File: src/rtl/mac_array_sequencer_if.sv
// -----------------------------------------------------------------------------
// mac_array_sequencer_if
// Bundles the instruction handshake, weight BRAM read port, MAC array strobes,
// ifmap FIFO pop and status flags of the MAC array sequencer.
//
// Handshake: an instruction (inst plus all cfg_* fields) transfers on a rising
// edge where inst_valid & inst_ready are both high. inst_ready is driven only
// by the sequencer's own state and never depends on inst_valid. The upstream
// side holds inst/cfg_* stable while inst_valid is high. cfg_* is not looked
// at in any other cycle.
//
// Modports:
//   master : upstream / instruction issuer and FIFO flag source
//   slave  : the sequencer
// -----------------------------------------------------------------------------
interface mac_array_sequencer_if #(
   parameter int BRAM_ADDRESS_WIDTH = 12,
   parameter int CNT_WIDTH          = 16
);
   logic [31:0]                   inst;
   logic                          inst_valid;
   logic                          inst_ready;
   logic [4:0]                    cfg_kernel_size;
   logic [BRAM_ADDRESS_WIDTH-1:0] cfg_weight_base;
   logic [CNT_WIDTH-1:0]          cfg_ifmaps_count;
   logic                          bram_en;
   logic [BRAM_ADDRESS_WIDTH-1:0] bram_addr;
   logic                          load_weight_preload;
   logic                          load_MAC_weight;
   logic                          load_ifmaps;
   logic                          ifmaps_fifo_empty;
   logic                          ifmaps_rd_en;
   logic                          busy;
   logic                          done;
   logic                          err;

   modport master (
      output inst, inst_valid, cfg_kernel_size, cfg_weight_base,
             cfg_ifmaps_count, ifmaps_fifo_empty,
      input  inst_ready, bram_en, bram_addr, load_weight_preload,
             load_MAC_weight, load_ifmaps, ifmaps_rd_en, busy, done, err
   );

   modport slave (
      input  inst, inst_valid, cfg_kernel_size, cfg_weight_base,
             cfg_ifmaps_count, ifmaps_fifo_empty,
      output inst_ready, bram_en, bram_addr, load_weight_preload,
             load_MAC_weight, load_ifmaps, ifmaps_rd_en, busy, done, err
   );
endinterface

File: src/rtl/mac_array_sequencer.sv
// -----------------------------------------------------------------------------
// mac_array_sequencer
// Instruction-driven sequencer for the MAC array control datapath.
//   COMPUTE    (87): fetch K*K weights from BRAM into the preload shift chain,
//                    commit them to the MACs, then stream ifmap beats.
//   LOADIFMAPS (88): stream ifmap beats only, reusing committed weights.
//
// Ports:
//   clk          rising-edge clock
//   rst          synchronous active-high reset
//   bus          mac_array_sequencer_if.slave (instruction, BRAM, strobes, FIFO)
//   o_dbg_state  current FSM state encoding (IDLE=0 .. DONE=5)
// -----------------------------------------------------------------------------
module mac_array_sequencer #(
   parameter int BRAM_ADDRESS_WIDTH = 12,
   parameter int CNT_WIDTH          = 16
) (
   input  logic                        clk,
   input  logic                        rst,
   mac_array_sequencer_if.slave        bus,
   output logic [2:0]                  o_dbg_state
);

   typedef enum logic [2:0] {
      ST_IDLE     = 3'd0,
      ST_W_FETCH  = 3'd1,
      ST_W_DRAIN  = 3'd2,
      ST_W_COMMIT = 3'd3,
      ST_STREAM   = 3'd4,
      ST_DONE     = 3'd5
   } state_t;

   localparam logic [31:0] OP_COMPUTE    = 32'd87;
   localparam logic [31:0] OP_LOADIFMAPS = 32'd88;

   state_t                        r_state;
   state_t                        w_next_state;
   logic [4:0]                    r_k;
   logic [BRAM_ADDRESS_WIDTH-1:0] r_base;
   logic [CNT_WIDTH-1:0]          r_remaining;
   logic [4:0]                    r_fetch_cnt;
   logic                          r_preload;
   logic                          r_err;

   logic [9:0] w_kk;
   logic       w_accept;
   logic       w_op_compute;
   logic       w_op_load;
   logic       w_k_legal;
   logic       w_reject;
   logic       w_last_fetch;
   logic       w_bram_en;
   logic       w_pop;
   logic       w_commit;

   assign w_kk         = 10'(r_k) * 10'(r_k);
   assign w_last_fetch = ({5'd0, r_fetch_cnt} == (w_kk - 10'd1));

   assign w_accept     = bus.inst_valid & (r_state == ST_IDLE);
   assign w_op_compute = (bus.inst == OP_COMPUTE);
   assign w_op_load    = (bus.inst == OP_LOADIFMAPS);
   assign w_k_legal    = (bus.cfg_kernel_size != 5'd0) && (bus.cfg_kernel_size <= 5'd5);
   // LOADIFMAPS never looks at K, so only COMPUTE is gated on a legal K.
   assign w_reject     = w_accept & ~(w_op_load | (w_op_compute & w_k_legal));

   always_comb begin
      w_next_state = r_state;
      w_bram_en    = 1'b0;
      w_pop        = 1'b0;
      w_commit     = 1'b0;
      case (r_state)
         ST_IDLE: begin
            if (w_accept && !w_reject) begin
               if (w_op_compute)
                  w_next_state = ST_W_FETCH;
               else if (bus.cfg_ifmaps_count != '0)
                  w_next_state = ST_STREAM;
               else
                  w_next_state = ST_DONE;
            end
         end
         ST_W_FETCH: begin
            w_bram_en = 1'b1;
            if (w_last_fetch)
               w_next_state = ST_W_DRAIN;
         end
         // Covers the last preload shift of the word fetched in the final
         // W_FETCH cycle (BRAM read latency of one).
         ST_W_DRAIN: begin
            w_next_state = ST_W_COMMIT;
         end
         ST_W_COMMIT: begin
            w_commit = 1'b1;
            if (r_remaining != '0)
               w_next_state = ST_STREAM;
            else
               w_next_state = ST_DONE;
         end
         ST_STREAM: begin
            w_pop = ~bus.ifmaps_fifo_empty & (r_remaining != '0);
            if (w_pop && (r_remaining == CNT_WIDTH'(1)))
               w_next_state = ST_DONE;
         end
         ST_DONE: begin
            w_next_state = ST_IDLE;
         end
         default: begin
            w_next_state = ST_IDLE;
         end
      endcase
   end

   always_ff @(posedge clk) begin
      if (rst) begin
         r_state     <= ST_IDLE;
         r_k         <= '0;
         r_base      <= '0;
         r_remaining <= '0;
         r_fetch_cnt <= '0;
         r_preload   <= 1'b0;
         r_err       <= 1'b0;
      end else begin
         r_state   <= w_next_state;
         // Preload shift follows the BRAM enable by its one-cycle read latency.
         r_preload <= w_bram_en;
         r_err     <= w_reject;
         if (w_accept) begin
            r_k         <= bus.cfg_kernel_size;
            r_base      <= bus.cfg_weight_base;
            r_remaining <= bus.cfg_ifmaps_count;
            r_fetch_cnt <= '0;
         end else begin
            if (w_bram_en)
               r_fetch_cnt <= r_fetch_cnt + 5'd1;
            if (w_pop)
               r_remaining <= r_remaining - CNT_WIDTH'(1);
         end
      end
   end

   assign bus.inst_ready          = (r_state == ST_IDLE);
   assign bus.busy                = (r_state != ST_IDLE);
   assign bus.done                = (r_state == ST_DONE);
   assign bus.err                 = r_err;
   assign bus.bram_en             = w_bram_en;
   assign bus.bram_addr           = r_base + BRAM_ADDRESS_WIDTH'(r_fetch_cnt);
   assign bus.load_weight_preload = r_preload;
   assign bus.load_MAC_weight     = w_commit;
   assign bus.ifmaps_rd_en        = w_pop;
   assign bus.load_ifmaps         = w_pop;
   assign o_dbg_state             = r_state;

endmodule

File: src/flat_wrapper.sv
// flat-port wrapper written by rule: the top's interface ports become plain ports
module mac_array_sequencer_flat 
#(
   parameter int BRAM_ADDRESS_WIDTH = 12,
   parameter int CNT_WIDTH          = 16
)
  (clk, rst, o_dbg_state, bus_inst, bus_inst_valid, bus_cfg_kernel_size, bus_cfg_weight_base, bus_cfg_ifmaps_count, bus_ifmaps_fifo_empty, bus_inst_ready, bus_bram_en, bus_bram_addr, bus_load_weight_preload, bus_load_MAC_weight, bus_load_ifmaps, bus_ifmaps_rd_en, bus_busy, bus_done, bus_err);
  mac_array_sequencer_if #(.BRAM_ADDRESS_WIDTH(BRAM_ADDRESS_WIDTH), .CNT_WIDTH(CNT_WIDTH)) bus_i ();
  input  logic clk;
  input  logic rst;
  output logic [2:0] o_dbg_state;
  input wire logic [$bits(bus_i.inst)-1:0] bus_inst;
  input wire logic [$bits(bus_i.inst_valid)-1:0] bus_inst_valid;
  input wire logic [$bits(bus_i.cfg_kernel_size)-1:0] bus_cfg_kernel_size;
  input wire logic [$bits(bus_i.cfg_weight_base)-1:0] bus_cfg_weight_base;
  input wire logic [$bits(bus_i.cfg_ifmaps_count)-1:0] bus_cfg_ifmaps_count;
  input wire logic [$bits(bus_i.ifmaps_fifo_empty)-1:0] bus_ifmaps_fifo_empty;
  output wire logic [$bits(bus_i.inst_ready)-1:0] bus_inst_ready;
  output wire logic [$bits(bus_i.bram_en)-1:0] bus_bram_en;
  output wire logic [$bits(bus_i.bram_addr)-1:0] bus_bram_addr;
  output wire logic [$bits(bus_i.load_weight_preload)-1:0] bus_load_weight_preload;
  output wire logic [$bits(bus_i.load_MAC_weight)-1:0] bus_load_MAC_weight;
  output wire logic [$bits(bus_i.load_ifmaps)-1:0] bus_load_ifmaps;
  output wire logic [$bits(bus_i.ifmaps_rd_en)-1:0] bus_ifmaps_rd_en;
  output wire logic [$bits(bus_i.busy)-1:0] bus_busy;
  output wire logic [$bits(bus_i.done)-1:0] bus_done;
  output wire logic [$bits(bus_i.err)-1:0] bus_err;
  assign bus_i.inst = bus_inst;
  assign bus_i.inst_valid = bus_inst_valid;
  assign bus_i.cfg_kernel_size = bus_cfg_kernel_size;
  assign bus_i.cfg_weight_base = bus_cfg_weight_base;
  assign bus_i.cfg_ifmaps_count = bus_cfg_ifmaps_count;
  assign bus_i.ifmaps_fifo_empty = bus_ifmaps_fifo_empty;
  assign bus_inst_ready = bus_i.inst_ready;
  assign bus_bram_en = bus_i.bram_en;
  assign bus_bram_addr = bus_i.bram_addr;
  assign bus_load_weight_preload = bus_i.load_weight_preload;
  assign bus_load_MAC_weight = bus_i.load_MAC_weight;
  assign bus_load_ifmaps = bus_i.load_ifmaps;
  assign bus_ifmaps_rd_en = bus_i.ifmaps_rd_en;
  assign bus_busy = bus_i.busy;
  assign bus_done = bus_i.done;
  assign bus_err = bus_i.err;
  mac_array_sequencer #(.BRAM_ADDRESS_WIDTH(BRAM_ADDRESS_WIDTH), .CNT_WIDTH(CNT_WIDTH)) u_core (.clk(clk), .rst(rst), .bus(bus_i), .o_dbg_state(o_dbg_state));
endmodule
File: config.mk
export PLATFORM = sky130hd
export DESIGN_NAME = mac_array_sequencer_flat
export DESIGN_NICKNAME = d
export VERILOG_FILES = /design/src/rtl/mac_array_sequencer_if.sv /design/src/rtl/mac_array_sequencer.sv /design/src/flat_wrapper.sv
export SDC_FILE = /design/constraint.sdc
export NUM_CORES = 1
export LEC_CHECK = 0
export CORE_ASPECT_RATIO = 1.2
export CORE_MARGIN = 2
export CORE_UTILIZATION = 35
export DETAILED_ROUTE_END_ITERATION = 10
export GPL_TIMING_DRIVEN = 0
export MAX_ROUTING_LAYER = met4
export PLACE_DENSITY = 0.67
export SYNTH_ARGS = -nofsm -noshare
export SYNTH_HDL_FRONTEND = slang
export SYNTH_SLANG_ARGS = --single-unit
File: constraint.sdc
create_clock -name clk -period 3.05 [get_ports clk]
set_input_delay 0.915 -clock clk [delete_from_list [all_inputs] [get_ports clk]]
set_output_delay 0.915 -clock clk [all_outputs]
set_load 0.02 [all_outputs]
==> out/results.txt <==
In this run, CTS created clock tree buffers numbering 5. The max capacitance violation total is 0. Setup repair after global routing could not meet its margin everywhere. Worst setup path category: flip-flop to output pin.

Among all flip-flop cells after synthesis, the most frequent one is dfxtp_1. The tools report the data arrival time of the critical path as 2220 ps. The clock reaches the later pin of the worst-skew pair after 290 ps.

From bottom edge to top edge, the die measures 107 µm. The tools report the sort of element at the end of the critical path as an output pin. The tools report the total global routing track utilization as 0.194. The initial antenna violation count was 0; the setup-violating endpoint count in the final report was 2. The number of vias after detailed routing is 3301, and the hold violation total from the final report is 0.

Setup slack after layout: -87.3 ps. The run gives 15000 µm as the wire length of the first global-routing pass. The final critical path time including I/O delays and setup was 3140 ps; the starting density of the core was 0.360.

The number of antenna diodes in the final layout is 0. The run gives 9630 µm² as the area enclosed by the die boundary. The logs give 0 for the final max-slew violation count and 4 for the length of the first detailed-routing pass in iterations.

Wires add up to 9100 µm. The cell family contributing the most delay on the critical path was adder cells. The largest driver fanout on the critical path was 6; the warning count from the yosys run was 0. Pin placement for this block handled 93 I/O pins. The number of nets with antenna violations after routing is 0, and the synthesized instance count is 394.

Walking the worst path, the cells encountered are inv_1 -> fa_2 -> nor2b_2 -> o21ai_2 -> a21boi_2 -> buf_4 -> o211ai_1 -> xnor2_1 -> buf_4. The synthesized area per cell is 7.87 µm². The run finished, with violations left. dfxtp_1 takes more of the synthesized area than any other cell. Adding up every negative setup slack in the final design gives -138 ps. The tools report the leakage power of the design as 1.72 nW.

The unique cell type count in the Yosys netlist came out at 61. The global-route track usage on met3 is 0.0267. The horizontal die dimension is 89.9 µm. IR analysis of the VDD net gives a maximum drop of 0.171 mV. The number of global-route vias before repair came out at 3249.

For this design the ratio of total power to cell area is 302 nW/µm². TritonCTS built the clock tree. The total area inside the core boundary comes to 8610 µm². The worst slew slack as a fraction of its limit is 0.508, and the number of enable-type register cells in the synthesized netlist is 0. Data required time of the critical path: 2130 ps. The met1 layer usage reported by global route is 0.223. Detailed placement ended at an HPWL of 6980 µm. Clock tree synthesis selected as its root buffer the cell clkbuf_8.

Final weighted congestion of routability-driven global placement: 0.880. The delay contributed by the slowest stage of the critical path came out at 420 ps. Clock skew on the completed layout was measured at 7.43 ps. The tools report the startpoint type of the worst setup path as a flip-flop.

The fraction of final layout cells with drive strength greater than 1 is 0.146. In the layout the commonest cells are clkdlybuf4s50_1 (81), nand2_1 (49), dfxtp_1 (35), a21oi_1 (30), nor2_1 (27). After global routing, the most crowded layer is met2.

The met2 global-route usage came out at 0.350. The detailed router finished its first iteration with 131 violations. The critical path contains buffers and inverters numbering 3 combined. Counting the fill cells in the layout gives 844. Layout net count: 603.

The tools report the CTS sink count as 43. The mean routed wirelength per cell is 14.6 µm. The kind of path behind the tightest hold check was flip-flop to flip-flop. The total power was 1.35 mW; the pin slew with the least headroom to its limit was 731 ps. Port buffering added 92 buffers. In this run the number of H-tree levels came out at 2. The area growth from synthesis to layout works out to 44.5%.

After synthesis, the cell types taking the most area are dfxtp_1 (28%), ha_1 (8.9%), nand2_1 (6.3%). For this design, the CTS-stage hold fixing added 0 buffers. The library cell used most frequently in the layout, excluding fill and tap cells, is clkdlybuf4s50_1. The synthesized design contains 43 register bits. The global route total overflow was 0; the cell row count was 37.

The mapped netlist covers 3100 µm². Dividing the detail-routed via count by the number of cells gives 5.30. The tools report the highest clock frequency the design can meet as 0.319 GHz. The share of Yosys cell area claimed by the top area cell type was 0.278; the buffer levels on the longest clock path was 2. The share of async-settable or async-resettable flops after synthesis is 0. The cell with the largest stage delay on the worst path was fa_2.

In the routed design, unresolved DRC markers number 0. The pin count of the biggest net entering global routing is 12, and the clock transition at the register clock pins on the worst setup and hold paths after CTS is 80 ps. The cell type with the highest occurrence count on the critical path was buf_4. Proportion of synthesized chip area in sequential cells: 0.278. The checks that failed: setup timing.

The final cycle utilization of the critical path works out to 1.03.
## synth_stat cells, types with 3 or more instances
| library cell | instances |
|---|---|
| a211oi_1 | 7 |
| a21oi_1 | 32 |
| a31oi_1 | 5 |
| and2_1 | 5 |
| and3_1 | 3 |
| and4_1 | 3 |
| buf_2 | 3 |
| clkbuf_1 | 14 |
| dfxtp_1 | 43 |
| fa_1 | 5 |
| ha_1 | 22 |
| inv_1 | 24 |
| nand2_1 | 52 |
| nand3_1 | 9 |
| nand4_1 | 8 |
| nor2_1 | 28 |
| nor3_1 | 12 |
| nor4_1 | 12 |
| nor4b_1 | 5 |
| o211ai_1 | 6 |
| o21ai_0 | 14 |
| or3_1 | 5 |
| xnor2_1 | 15 |
| xor2_1 | 11 |
## stage by stage
step | cells | hold slack, ps | instance area, µm² | worst slack (ps) | utilization
2_1_floorplan | 395 | 440 | 3110 | 67.1 | -
3_3_place_gp | 604 | 446 | 4170 | -712 | 0.485
3_5_place_dp | 604 | 453 | 4170 | -704 | 0.485
4_1_cts | 613 | 463 | 4310 | -63.2 | 0.501
5_1_grt | 623 | 498 | 4480 | -196 | 0.521
6_report | 623 | 467 | 4480 | -87.3 | 0.521
## where the power goes
| part | switching, mW | leakage, nW | internal (mW) |
|---|---|---|---|
| Clock | 0.186 | 0.0371 | 0.153 |
| Sequential | 0.0318 | 0.358 | 0.586 |
| Combinational | 0.186 | 1.32 | 0.208 |
| Total | 0.405 | 1.72 | 0.947 |
## metal layers
| metal | routed length (µm) | vias to the layer above |
|---|---|---|
| met1 | 3730 | 1551 |
| li1 | - | 1648 |
| met2 | 4690 | 84 |
| met3 | 455 | 18 |
| met4 | 221 | 0 |
| met5 | 0 | - |
## repair_timing
action,in CTS,in global routing
gates resized for setup,50,35
endpoints found under the hold margin,0,0
pin swaps,5,14
gates cloned,0,0
setup buffers,3,10
setup endpoints to repair,15,14
## layout make-up
cell class                 count  area (µm²)  share of cell area
multi-input combinational    310        2220               0.494
timing repair buffer         105         996               0.222
sequential                    43         883               0.197
tap                          117         146              0.0327
inverter                      24        90.1              0.0201
buffer                        18        78.8              0.0176
clock buffer                   6        72.6              0.0162
## kinds of logic after synthesis
logic type                 Yosys count  share of synthesized area
xor gates and xnor gates            26                     0.0734
other                                1                    0.00121
DFF                                 43                      0.278
muxes                                1                    0.00363
and+or+nand+nor                    162                      0.277
AOI/OAI and AO/OA                   92                      0.193
buffers and inverters               42                     0.0532
adders and majority gates           27                      0.121
## final timing paths
check	slack [ps]	end	startpoint	cells past startpoint
setup / recovery	-90	bus_bram_addr[10]	u_core.r_fetch_cnt[1]$_SDFFE_PP0P_	9
hold / removal	470	u_core.r_base[4]$_SDFFE_PP0P_	u_core.r_base[4]$_SDFFE_PP0P_	2
setup reg to reg	170	u_core.o_dbg_state[0]$_SDFFE_PP0P_	u_core.r_k[0]$_SDFFE_PP0P_	13
hold reg to reg	470	u_core.r_base[4]$_SDFFE_PP0P_	u_core.r_base[4]$_SDFFE_PP0P_	2
## worst register-to-register path, cell delays in order (launching register included)
cell and delay, ps:
dfxtp_4 380, nand2_2 80, ha_1 280, inv_1 30, ha_1 280, a21oi_2 60
fa_1 490, inv_2 50, ha_4 270, o21ai_0 80, o21ai_1 200, and4_1 230
o2111ai_2 180, o2bb2ai_1 160
## sequential cells by signal, indices dropped and copies added (netlist names)
register,flops
u_core.r_base,12
u_core.r_fetch_cnt,5
u_core.r_k,5
u_core.bus.err,1
u_core.bus.load_weight_preload,1
u_core.o_dbg_state,3
u_core.r_remaining,16
Note: power is estimated with default switching activity, not from simulation.
